### src/rtl/fetch_unit_pkg.sv
// Shared CPU definitions used by the fetch path: data width, boot vector
// and the packed {pc, instr} entry carried through the fetch queue.
package fetch_unit_pkg;

   localparam int XLEN = 32;
   localparam logic [XLEN-1:0] RESET_PC_DEFAULT = 32'hBFC00000;

   typedef struct packed {
      logic [XLEN-1:0] pc;
      logic [XLEN-1:0] instr;
   } fetch_entry_t;

   function automatic logic [XLEN-1:0] word_align(input logic [XLEN-1:0] addr);
      return {addr[XLEN-1:2], 2'b00};
   endfunction

endpackage

### src/rtl/fetch_queue.sv
// Generic DEPTH-entry synchronous FIFO with flush; the head is read
// combinationally so a pushed entry is visible one cycle after the push.
module fetch_queue #(
   parameter int DEPTH = 2,
   parameter int WIDTH = 64
) (
   input  logic             clk,
   input  logic             rst,
   input  logic             flush,
   input  logic             push,
   input  logic [WIDTH-1:0] push_data,
   input  logic             pop,
   output logic [WIDTH-1:0] head,
   output logic             empty,
   output logic             full
);

   localparam int PW = (DEPTH > 1) ? $clog2(DEPTH) : 1;
   localparam int CW = $clog2(DEPTH) + 1;

   logic [WIDTH-1:0] mem [DEPTH];
   logic [PW-1:0]    rd_ptr_reg;
   logic [PW-1:0]    wr_ptr_reg;
   logic [CW-1:0]    count_reg;
   logic             do_push;
   logic             do_pop;

   // A push into a full queue is only legal when the head leaves this cycle.
   assign do_pop  = pop && !empty;
   assign do_push = push && (!full || do_pop);

   always_ff @(posedge clk) begin
      if (rst || flush) begin
         rd_ptr_reg <= '0;
         wr_ptr_reg <= '0;
         count_reg  <= '0;
      end else begin
         if (do_push) wr_ptr_reg <= wr_ptr_reg + 1'b1;
         if (do_pop)  rd_ptr_reg <= rd_ptr_reg + 1'b1;
         count_reg <= count_reg + CW'(do_push) - CW'(do_pop);
      end
   end

   always_ff @(posedge clk) begin
      if (do_push && !rst && !flush) mem[wr_ptr_reg] <= push_data;
   end

   assign head  = mem[rd_ptr_reg];
   assign empty = (count_reg == '0);
   assign full  = (count_reg == CW'(DEPTH));

endmodule

### src/rtl/fetch_unit.sv
// Instruction fetch: PC register feeding a small queue toward decode, with
// redirect flush. Define FETCH_PERF_EN to add perf_fetched/perf_stall counters.
module fetch_unit
   import fetch_unit_pkg::*;
#(
   parameter logic [XLEN-1:0] RESET_PC = RESET_PC_DEFAULT,
   parameter int              QDEPTH   = 2
) (
   input  logic            clk,
   input  logic            rst,
   output logic [XLEN-1:0] imem_addr,
   input  logic [XLEN-1:0] imem_data,
   input  logic            redirect_valid,
   input  logic [XLEN-1:0] redirect_pc,
   output logic            out_valid,
   input  logic            out_ready,
   output logic [XLEN-1:0] out_instr,
   output logic [XLEN-1:0] out_pc,
   output logic [XLEN-1:0] out_pc_plus4
`ifdef FETCH_PERF_EN
   ,
   output logic [31:0]     perf_fetched,
   output logic [31:0]     perf_stall
`endif
);

   logic [XLEN-1:0]            pc_reg;
   logic [XLEN-1:0]            pc_next;
   logic                       q_empty;
   logic                       q_full;
   logic                       pop;
   logic                       push;
   logic [$bits(fetch_entry_t)-1:0] head_bits;
   fetch_entry_t               head_entry;
   fetch_entry_t               push_entry;

   assign pop  = out_valid && out_ready;
   assign push = (!q_full || pop) && !redirect_valid;

   assign imem_addr  = word_align(pc_reg);
   assign push_entry = '{pc: imem_addr, instr: imem_data};

   always_comb begin
      pc_next = pc_reg;
      if (redirect_valid)
         pc_next = word_align(redirect_pc);
      else if (push)
         pc_next = pc_reg + 32'd4;
   end

   always_ff @(posedge clk) begin
      if (rst) pc_reg <= RESET_PC;
      else     pc_reg <= pc_next;
   end

   fetch_queue #(
      .DEPTH (QDEPTH),
      .WIDTH ($bits(fetch_entry_t))
   ) u_queue (
      .clk       (clk),
      .rst       (rst),
      .flush     (redirect_valid),
      .push      (push),
      .push_data (push_entry),
      .pop       (pop),
      .head      (head_bits),
      .empty     (q_empty),
      .full      (q_full)
   );

   assign head_entry   = head_bits;
   assign out_valid    = !q_empty;
   assign out_instr    = head_entry.instr;
   assign out_pc       = head_entry.pc;
   assign out_pc_plus4 = head_entry.pc + 32'd4;

`ifdef FETCH_PERF_EN
   logic [31:0] perf_fetched_reg;
   logic [31:0] perf_stall_reg;

   always_ff @(posedge clk) begin
      if (rst) begin
         perf_fetched_reg <= '0;
         perf_stall_reg   <= '0;
      end else begin
         if (push)                   perf_fetched_reg <= perf_fetched_reg + 32'd1;
         if (out_valid && !out_ready) perf_stall_reg  <= perf_stall_reg + 32'd1;
      end
   end

   assign perf_fetched = perf_fetched_reg;
   assign perf_stall   = perf_stall_reg;
`endif

endmodule

### config.mk
export PLATFORM = sky130hd
export DESIGN_NAME = fetch_unit
export DESIGN_NICKNAME = d
export VERILOG_FILES = /design/src/rtl/fetch_unit_pkg.sv /design/src/rtl/fetch_queue.sv /design/src/rtl/fetch_unit.sv
export SDC_FILE = /design/constraint.sdc
export NUM_CORES = 1
export LEC_CHECK = 0
export BUFFER_PORTS_ARGS = -buffer_cell sky130_fd_sc_hd__buf_2
export CORE_ASPECT_RATIO = 0.8
export CORE_UTILIZATION = 25
export DETAILED_ROUTE_END_ITERATION = 6
export GPL_ROUTABILITY_DRIVEN = 0
export HOLD_SLACK_MARGIN = 0.03
export PLACE_DENSITY = 0.52
export RECOVER_POWER = 25
export REMOVE_ABC_BUFFERS = 1
export SETUP_SLACK_MARGIN = 0.4
export SYNTH_ARGS = -nofsm -noshare
export SYNTH_HDL_FRONTEND = slang
export SYNTH_SLANG_ARGS = --single-unit
### constraint.sdc
create_clock -name clk -period 8.3 [get_ports clk]
set_input_delay 0.415 -clock clk [delete_from_list [all_inputs] [get_ports clk]]
set_output_delay 0.415 -clock clk [all_outputs]
set_load 0.05 [all_outputs]
==> impl_metrics.toml, run 1 <==
[synth]
synth_area_leaders = "edfxtp_1, dfxtp_1, mux2_2"
synth_edf_count = 124
synth_cell_types = 53
syn_area_mm2 = 0.00724
synth_most_common_cell = "edfxtp_1"
synth_top_area_cell = "edfxtp_1"
yosysSeqAreaShare = 0.611
async_flop_share = 0
ys_ff_latch = 159
synthTopCellsByCount = "edfxtp_1, mux2_2, nand2_1"
avgSynthCellArea_um2 = 13.0
ys.warnings.count = 0
synth_ff_type = "edfxtp_1"
synth_top_area_share = 0.514
syn-instance-count = 556

[power_and_ir_drop]
p_int_mw = 1.40
p_leak_nw = 3.29
combPwrFrac = 0.170
powerDensity_mw_per_mm2 = 221
power_mw = 2.01
ir_worst_vdd_mv = 0.138
p_sw_frac = 0.304
clockPowerShare = 0.367
p_switching_mw = 0.611
pwr-share-seq = 0.463

[critical_path]
r2r-end = "pc_reg[31]$_SDFFE_PP1P_"
critPathMaxFanout = 47
crit_type = "reg2out"
end_kind = "primary output"
cp.required_ns = 7.89
startpoint_type = "flop"
r2r_cells = 5
cp_cell_sequence = "buf_4, mux2i_2, a2111o_1, nand3b_4, nor4_2, xor2_1, buf_2"
critPathMaxStageDelay_ns = 0.68
rr_startpoint = "pc_reg[7]$_SDFFE_PP0P_"
crit_arrival_ns = 3.62
cp_slowest_cell = "dfxtp_4"
r2r_setup_slack_ns = 5.96

[cells_and_area]
utilization = 0.320
fillCellCount = 2912
largest_reg_flops = 124
nets = 812
final_area_mm2 = 0.00907
drive_above_1_share = 0.366
multi_input_area_mm2 = 0.00262
layout.cells.non_filler = 1125
regArea_mm2 = 0.00443
syn_to_final_growth_pct = 25.3

[floorplan]
start_util = 0.255
dieArea_mm2 = 0.0296
rows = 55
ioPinCount = 197
die_y_um = 154
die_w_um = 192
coreArea_mm2 = 0.0284

[sta]
slew_headroom = 0.349
worst_pin_slew_ns = 0.977
whs_ns = 0.171
rsz0062_at_grt = "false"
setup_tns_ns = 0
fin_ws_ns = 4.26
slew_viol_final = 0
fmax_mhz = 248
fin_skew_ns = 0.0109
fin_crit_sh = 0.487
finalHoldViolations = 0
period_minus_slack_ns = 4.04
setup_viol = 0

[placement]
place_ws_ns = 4.66
numPlacedInstances = 1092
place_area_mm2 = 0.00854
portBuffers = 188
hpwlAfterDp_um = 13300

[clock_network]
cts_tree = "built"
post_cts_buffers = 0
clk_pin_slew_ns = 0.07
htreeDepth = 4
post_cts_resize_count = 0
cts_buffers = 17
cts_hold_buf = 0
cts_buffer_depth = 2
clkSinkCount = 159
clk_latency_ns = 0.43
cts_root_buf = "clkbuf_16"

[hold_path]
min_to = "u_queue.mem[1][19]$_DFFE_PP_"
whs_path_depth = 1
min_from = "imem_data[19]"
hold_class = "in2reg"

[global_routing]
grt-ovfl-total = 0
grt_first_pass_wirelength_um = 28600
grt_max_degree = 63
grtUsageTotal = 0.131
antenna_found_initial = 1
grt_pass1_vias = 4799

[drt]
first_pass_iters = 4
routed_wl_um = 19300
ant_nets = 0
drt_iter0_markers = 261
wl_per_cell_um = 17.2
drcViolationCount = 0
dr_total_vias = 5008
post_drt_via_cell_ratio = 4.45

[outcome]
status = "finished, final reports clean"

[flow_run]
cap_violations = 0
layout by cell type, fill, tap and decap left out, types with 3 or more instances in the layout:
cell,n
a21oi_1,14
nand4_1,18
nor4_1,8
mux2i_1,14
nor3_1,20
nand4b_1,4
a31o_2,3
o21ai_0,8
buf_2,170
dfxtp_1,34
mux2_2,49
a211oi_1,12
xor2_1,19
and3_1,9
inv_6,3
clkinv_2,4
xnor2_1,32
nand3_1,14
inv_1,18
nand2_1,39
edfxtp_1,124
clkbuf_1,19
clkbuf_16,17
conb_1,6
or3_1,4
buf_4,4
and2_1,3
nor2_1,34
ha_1,3
and4_1,3
nor4_2,3
critical path, delay by kind of cell (launching register included):
family	cells	cell delay, ns
buffers and inverters	2	0.91
flip-flops	1	0.68
AO/OA/AOI/OAI	1	0.57
AND/OR/NAND/NOR	2	0.52
multiplexers	1	0.25
XOR/XNOR	1	0.16
kinds of logic after synthesis:
group,Yosys count,synth area share
adder cells (fa/ha/maj),3,0.00519
flip-flops,159,0.611
other,1,0.000518
AND/OR/NAND/NOR,177,0.137
multiplexers,65,0.0994
AO/OA/AOI/OAI,51,0.0517
buffers and inverters,49,0.0337
XOR/XNOR,51,0.0617
worst max path at each step:
| stage | slack [ns] | from | endpoint |
|---|---|---|---|
| 2_1_floorplan | 1.16 | redirect_valid | u_queue.mem[0][0]$_DFFE_PP_ |
| 3_5_place_dp | 4.66 | flop | out_pc_plus4[30] |
| 5_1_grt | 4.01 | flop | out_pc_plus4[30] |
| 3_3_place_gp | 4.69 | flop | out_pc_plus4[30] |
| 4_1_cts | 4.19 | flop | out_pc_plus4[30] |
| 6_report | 4.26 | flop | out_pc_plus4[30] |
power groups by stage:
stage / registers [mW] / clock network (mW) / logic, mW
floorplan: 0.976 / 0 / 0.222
global placement: 0.948 / 0 / 0.343
detailed placement: 0.948 / 0 / 0.345
CTS: 0.931 / 0.763 / 0.346
global route: 0.936 / 0.797 / 0.362
finish: 0.930 / 0.737 / 0.341
area by class of cell:
type / count / share of cell area
Sequential cell: 159 / 0.488
Multi-Input combinational cell: 353 / 0.288
Timing Repair Buffer: 192 / 0.105
Tap cell: 370 / 0.0510
Clock buffer: 18 / 0.0473
Clock inverter: 14 / 0.0128
Inverter: 18 / 0.00745
Antenna cell: 1 / 0.000276
metal layers:
| layer | track usage | vias to the layer above | wire length, um |
|---|---|---|---|
| li1 | - | 2435 | - |
| met1 | 0.178 | 2419 | 9300 |
| met2 | 0.200 | 139 | 8610 |
| met3 | 0.0408 | 15 | 1180 |
| met4 | 0.0379 | 0 | 207 |
| met5 | 0 | - | 0 |
(Power assumes the default switching activity.)
==> inputs of run 2 (changes only) <==
PLACE_DENSITY = 0.54   (was 0.52)
clock period = 3.35 ns   (was 8.3 ns; I/O delays follow)
==> run 2 against run 1 <==
  * Clock power rose to 2.7 times the previous value
  * Worst setup slack worse by 3.7 ns
  * Cell count rose by 6.8%
  * Critical path type unchanged
  * Critical endpoint is now out_pc_plus4[28]
  * Largest cell class unchanged
==> impl_metrics.toml, run 2 (synthesized netlist as in run 1, its figures left out) <==
[clock_network]
cts_tree = "built"
cts_buffer_depth = 2
clk_pin_slew_ns = 0.06
clk_latency_ns = 0.44
htreeDepth = 4
cts_buffers = 17
cts_root_buf = "clkbuf_16"
clkSinkCount = 159

[hold_path]
min_to = "pc_reg[21]$_SDFFE_PP0P_"
hold_class = "in2reg"
min_from = "redirect_pc[21]"
whs_path_depth = 3

[cells_and_area]
nets = 890
final_cell_mix = "buf_2, edfxtp_1, dlygate4sd3_1"
utilization = 0.353
layout.cells.non_filler = 1202
regArea_mm2 = 0.00443
final_common_cell = "buf_2"
diodes = 0
final_area_mm2 = 0.0100
syn_to_final_growth_pct = 38.4
multi_input_area_mm2 = 0.00271
fillCellCount = 2836
drive_above_1_share = 0.361
largest_reg_flops = 124

[drt]
wl_per_cell_um = 17.2
ant_nets = 0
first_pass_iters = 5
drt_iter0_markers = 274
routed_wl_um = 20700
drcViolationCount = 0
post_drt_via_cell_ratio = 4.43
dr_total_vias = 5328

[placement]
hpwlAfterDp_um = 13500
numPlacedInstances = 1096
portBuffers = 188
place_area_mm2 = 0.00859
place_ws_ns = 0.553

[sta]
fmax_mhz = 352
fin_crit_sh = 0.847
slew_headroom = 0.428
slew_viol_final = 0
fin_skew_ns = 0.0169
period_minus_slack_ns = 2.84
setup_viol = 0
fin_ws_ns = 0.513
rsz0062_at_grt = "false"
worst_pin_slew_ns = 0.857
finalHoldViolations = 0

[power_and_ir_drop]
power_mw = 5.24
powerDensity_mw_per_mm2 = 523
p_leak_nw = 3.69
ir_worst_vdd_mv = 0.335

[global_routing]
grt_max_degree = 63
grt-ovfl-total = 0
grtUsageTotal = 0.136
antenna_found_initial = 0
grt_pass1_vias = 5244
grt_first_pass_wirelength_um = 30300

[critical_path]
end_kind = "primary output"
r2r_cells = 5
startpoint_type = "flop"
cp.required_ns = 3.18
crit_type = "reg2out"
r2r-end = "pc_reg[28]$_SDFFE_PP1P_"
rr_startpoint = "pc_reg[2]$_SDFFE_PP0P_"
critPathMaxFanout = 23
crit_arrival_ns = 2.67
r2r_setup_slack_ns = 1.08

[floorplan]
coreArea_mm2 = 0.0284
start_util = 0.255
die_y_um = 154
rows = 55
die_w_um = 192
dieArea_mm2 = 0.0296
ioPinCount = 197

[outcome]
status = "finished, final reports clean"

[flow_run]
cap_violations = 0
==> run 2: changes by cell type in the layout (fill, tap and decap cells not counted), sizes merged, moves of 2 or more <==
cell | before | now
inv | 21 | 23
dlygate4sd3 | 0 | 54
clkbuf | 36 | 49
bufinv | 1 | 3
clkinv | 8 | 4
buf | 174 | 185
==> run 2: repair_timing <==
action                                 4_1_cts  5_1_grt
cloned                                       0        1
hold buffers                                54        0
endpoints found under the hold margin       86        0
setup buffers                                8       11
setup endpoints to repair                   15       14
pin swaps                                    3       11
resized for setup                            7       28
==> run 2: worst max path at each step <==
stage	endpoint	depth (start not counted)	from	slack (ns)
finish	out_pc_plus4[28]	10	flop	0.51
global route	out_pc_plus4[30]	10	flop	0.38
CTS	out_pc_plus4[31]	7	flop	0.41
detailed placement	out_pc_plus4[19]	7	flop	0.55
global placement	out_pc_plus4[19]	7	flop	0.57
floorplan	u_queue.mem[0][0]$_DFFE_PP_	2	u_queue.count_reg[1]$_SDFF_PP0_	-3.69
==> run 2: final cells by class <==
cell class              count  area share
clock buffers              19      0.0432
clock inverters            13      0.0159
inverters                  18     0.00674
multi-input cells         354       0.271
flip-flops and latches    159       0.442
well taps                 370      0.0462
repair buffers            269       0.175
==> run 2: power breakdown <==
group,switching [mW],internal [mW]
combinational,0.651,0.286
clock,0.819,1.18
sequential,0.0799,2.22
==> run 2: per-stage QoR <==
step                      TNS (ns)  hold slack (ns)
final                            0           0.0580
after global routing             0           0.0429
after global placement           0            0.355
after CTS                        0           0.0327
after detailed placement         0            0.360
after floorplan            -260.35            0.237
==> run 2: worst max-delay path: stages (launching register included) <==
cell,delay (ns)
dfxtp_4,0.40
buf_4,0.15
buf_8,0.20
nand4_1,0.19
a21oi_4,0.25
buf_4,0.16
nand3_4,0.16
buf_12,0.20
nor2_1,0.11
xnor2_1,0.14
clkbuf_4,0.26
==> run 2: per-layer routing <==
| metal | GRT usage | wire length [um] | vias up |
|---|---|---|---|
| met4 | 0.0431 | 174 | 0 |
| met5 | 0 | 0 | - |
| met2 | 0.212 | 9490 | 160 |
| met3 | 0.0370 | 1310 | 12 |
| li1 | - | - | 2582 |
| met1 | 0.183 | 9760 | 2574 |
==> inputs of run 3 (changes only) <==
clock period = 2.3 ns   (was 3.35 ns; I/O delays follow)
==> run 3 against run 2 <==
  * The run now ends with setup timing left
  * Routed wire length up 0.42%
  * First-iteration DRC count down 4.4%
  * Die area unchanged
  * Sequential share of layout area down 3.6 points
  * Global-route usage up 0.52 points
  * Non-clock buffer count up 50
  * Utilization up 3.2 points
==> impl_metrics.toml, run 3 (synthesized netlist as in run 1, its figures left out) <==
[drt]
post_drt_via_cell_ratio = 4.46
routed_wl_um = 20800
first_pass_iters = 5
wl_per_cell_um = 16.6
ant_nets = 0
drt_iter0_markers = 262
drcViolationCount = 0
dr_total_vias = 5575

[floorplan]
coreArea_mm2 = 0.0284
die_y_um = 154
die_w_um = 192
start_util = 0.255
ioPinCount = 197
dieArea_mm2 = 0.0296
rows = 55

[sta]
period_minus_slack_ns = 2.56
slew_headroom = 0.624
fin_ws_ns = -0.265
setup_viol = 21
fin_crit_sh = 1.12
fin_skew_ns = 0.0115
finalHoldViolations = 0
slew_viol_final = 0
rsz0062_at_grt = "true"
worst_pin_slew_ns = 0.564
setup_tns_ns = -3.61
fmax_mhz = 390
whs_ns = 0.0513

[hold_path]
min_from = "redirect_pc[26]"
hold_class = "in2reg"

[clock_network]
htreeDepth = 4
clk_latency_ns = 0.44
cts_tree = "built"
clk_pin_slew_ns = 0.07
cts_root_buf = "clkbuf_16"
clkSinkCount = 159
cts_buffers = 17
cts_buffer_depth = 2

[cells_and_area]
final_area_mm2 = 0.0109
largest_reg_flops = 124
nets = 939
diodes = 0
drive_above_1_share = 0.419
final_common_cell = "edfxtp_1"
fillCellCount = 2759
utilization = 0.385
final_cell_mix = "edfxtp_1, buf_2, buf_4"
layout.cells.non_filler = 1251
syn_to_final_growth_pct = 50.7

[global_routing]
antenna_found_initial = 0
grt_first_pass_wirelength_um = 31200
grtUsageTotal = 0.141
use_met2 = 0.228
grt-busiest-layer = "met2"
grt_max_degree = 63
grt-ovfl-total = 0
grt.met1_usage = 0.183
use_met3 = 0.0383
grt_pass1_vias = 5530

[critical_path]
startpoint_type = "flop"
rr_startpoint = "pc_reg[4]$_SDFFE_PP0P_"
cp.required_ns = 2.18
r2r_cells = 6
crit_type = "reg2out"
r2r_setup_slack_ns = 0.46
r2r-end = "pc_reg[24]$_SDFFE_PP1P_"
end_kind = "primary output"
crit_arrival_ns = 2.45
cp-endpoint = "out_pc_plus4[31]"
critPathMaxFanout = 16

[power_and_ir_drop]
ir_worst_vdd_mv = 0.501
powerDensity_mw_per_mm2 = 705
p_leak_nw = 4.13

[placement]
place_area_mm2 = 0.00893
hpwlAfterDp_um = 14400
portBuffers = 188
numPlacedInstances = 1136

[outcome]
status = "finished with violations"
violations = "setup timing"

[flow_run]
cap_violations = 0
-- run 3: cell types whose count changed in the layout (fill, tap and decap cells not counted), sizes merged, moves of 2 or more --
cell and change:
clkbuf -2, buf +45, bufinv -2, clkinv +2, dlygate4sd3 +5
-- run 3: metal layers --
layer  wire length, um  share of wire  vias up
met3              1380          0.066       14
met2              9850           0.47      164
met1              9330           0.45     2714
met4               257          0.012        0
met5                 0              0        -
li1                  -              -     2683
-- run 3: area by class of cell --
type	instances	area, um^2	area share
sequential	159	4430	0.406
timing repair buffer	319	2480	0.228
clock buffer	18	429	0.0393
multi-input combinational	353	2880	0.264
clock inverter	14	154	0.0141
tap	370	463	0.0424
inverter	18	70.1	0.00642
-- run 3: critical path, cell delays in order (launching register included) --
cell and delay (ns):
dfxtp_4 0.37, buf_6 0.17, nand4b_1 0.23, a21oi_2 0.28
nand3_2 0.13, buf_12 0.17, nor4_4 0.22, xor2_1 0.21
buf_4 0.23
-- run 3: repair_timing --
| action | CTS | global route |
|---|---|---|
| hold buffers | 59 | 0 |
| setup buffers | 11 | 12 |
| setup endpoints to repair | 81 | 92 |
| gates cloned | 1 | 0 |
| hold endpoints to repair | 91 | 0 |
| pin swaps | 22 | 8 |
| resized for setup | 95 | 85 |
-- run 3: how the worst min path moves through the flow --
stage | endpoint | slack (ns) | depth (start not counted)
finish | pc_reg[26]$_SDFFE_PP1P_ | 0.05 | 3
global route | pc_reg[26]$_SDFFE_PP1P_ | 0.05 | 3
CTS | pc_reg[26]$_SDFFE_PP1P_ | 0.04 | 3
detailed placement | u_queue.mem[1][29]$_DFFE_PP_ | 0.31 | 1
global placement | u_queue.mem[1][29]$_DFFE_PP_ | 0.30 | 1
floorplan | pc_reg[11]$_SDFFE_PP0P_ | 0.18 | 1
-- run 3: stage by stage --
step                      power [mW]  setup slack [ns]
after floorplan                 4.32             -4.74
after global placement          4.73           -0.0384
after detailed placement        4.74           -0.0481
after CTS                       7.72            -0.291
after global routing            7.99            -0.398
final                           7.69            -0.265
-- run 3: report_power, final --
part	leakage, nW	total (mW)	internal [mW]	switching [mW]
combinational	2.43	1.56	0.556	1.00
clock	0.278	2.79	1.53	1.26
sequential	1.42	3.34	3.24	0.105
total	4.13	7.69	5.32	2.37
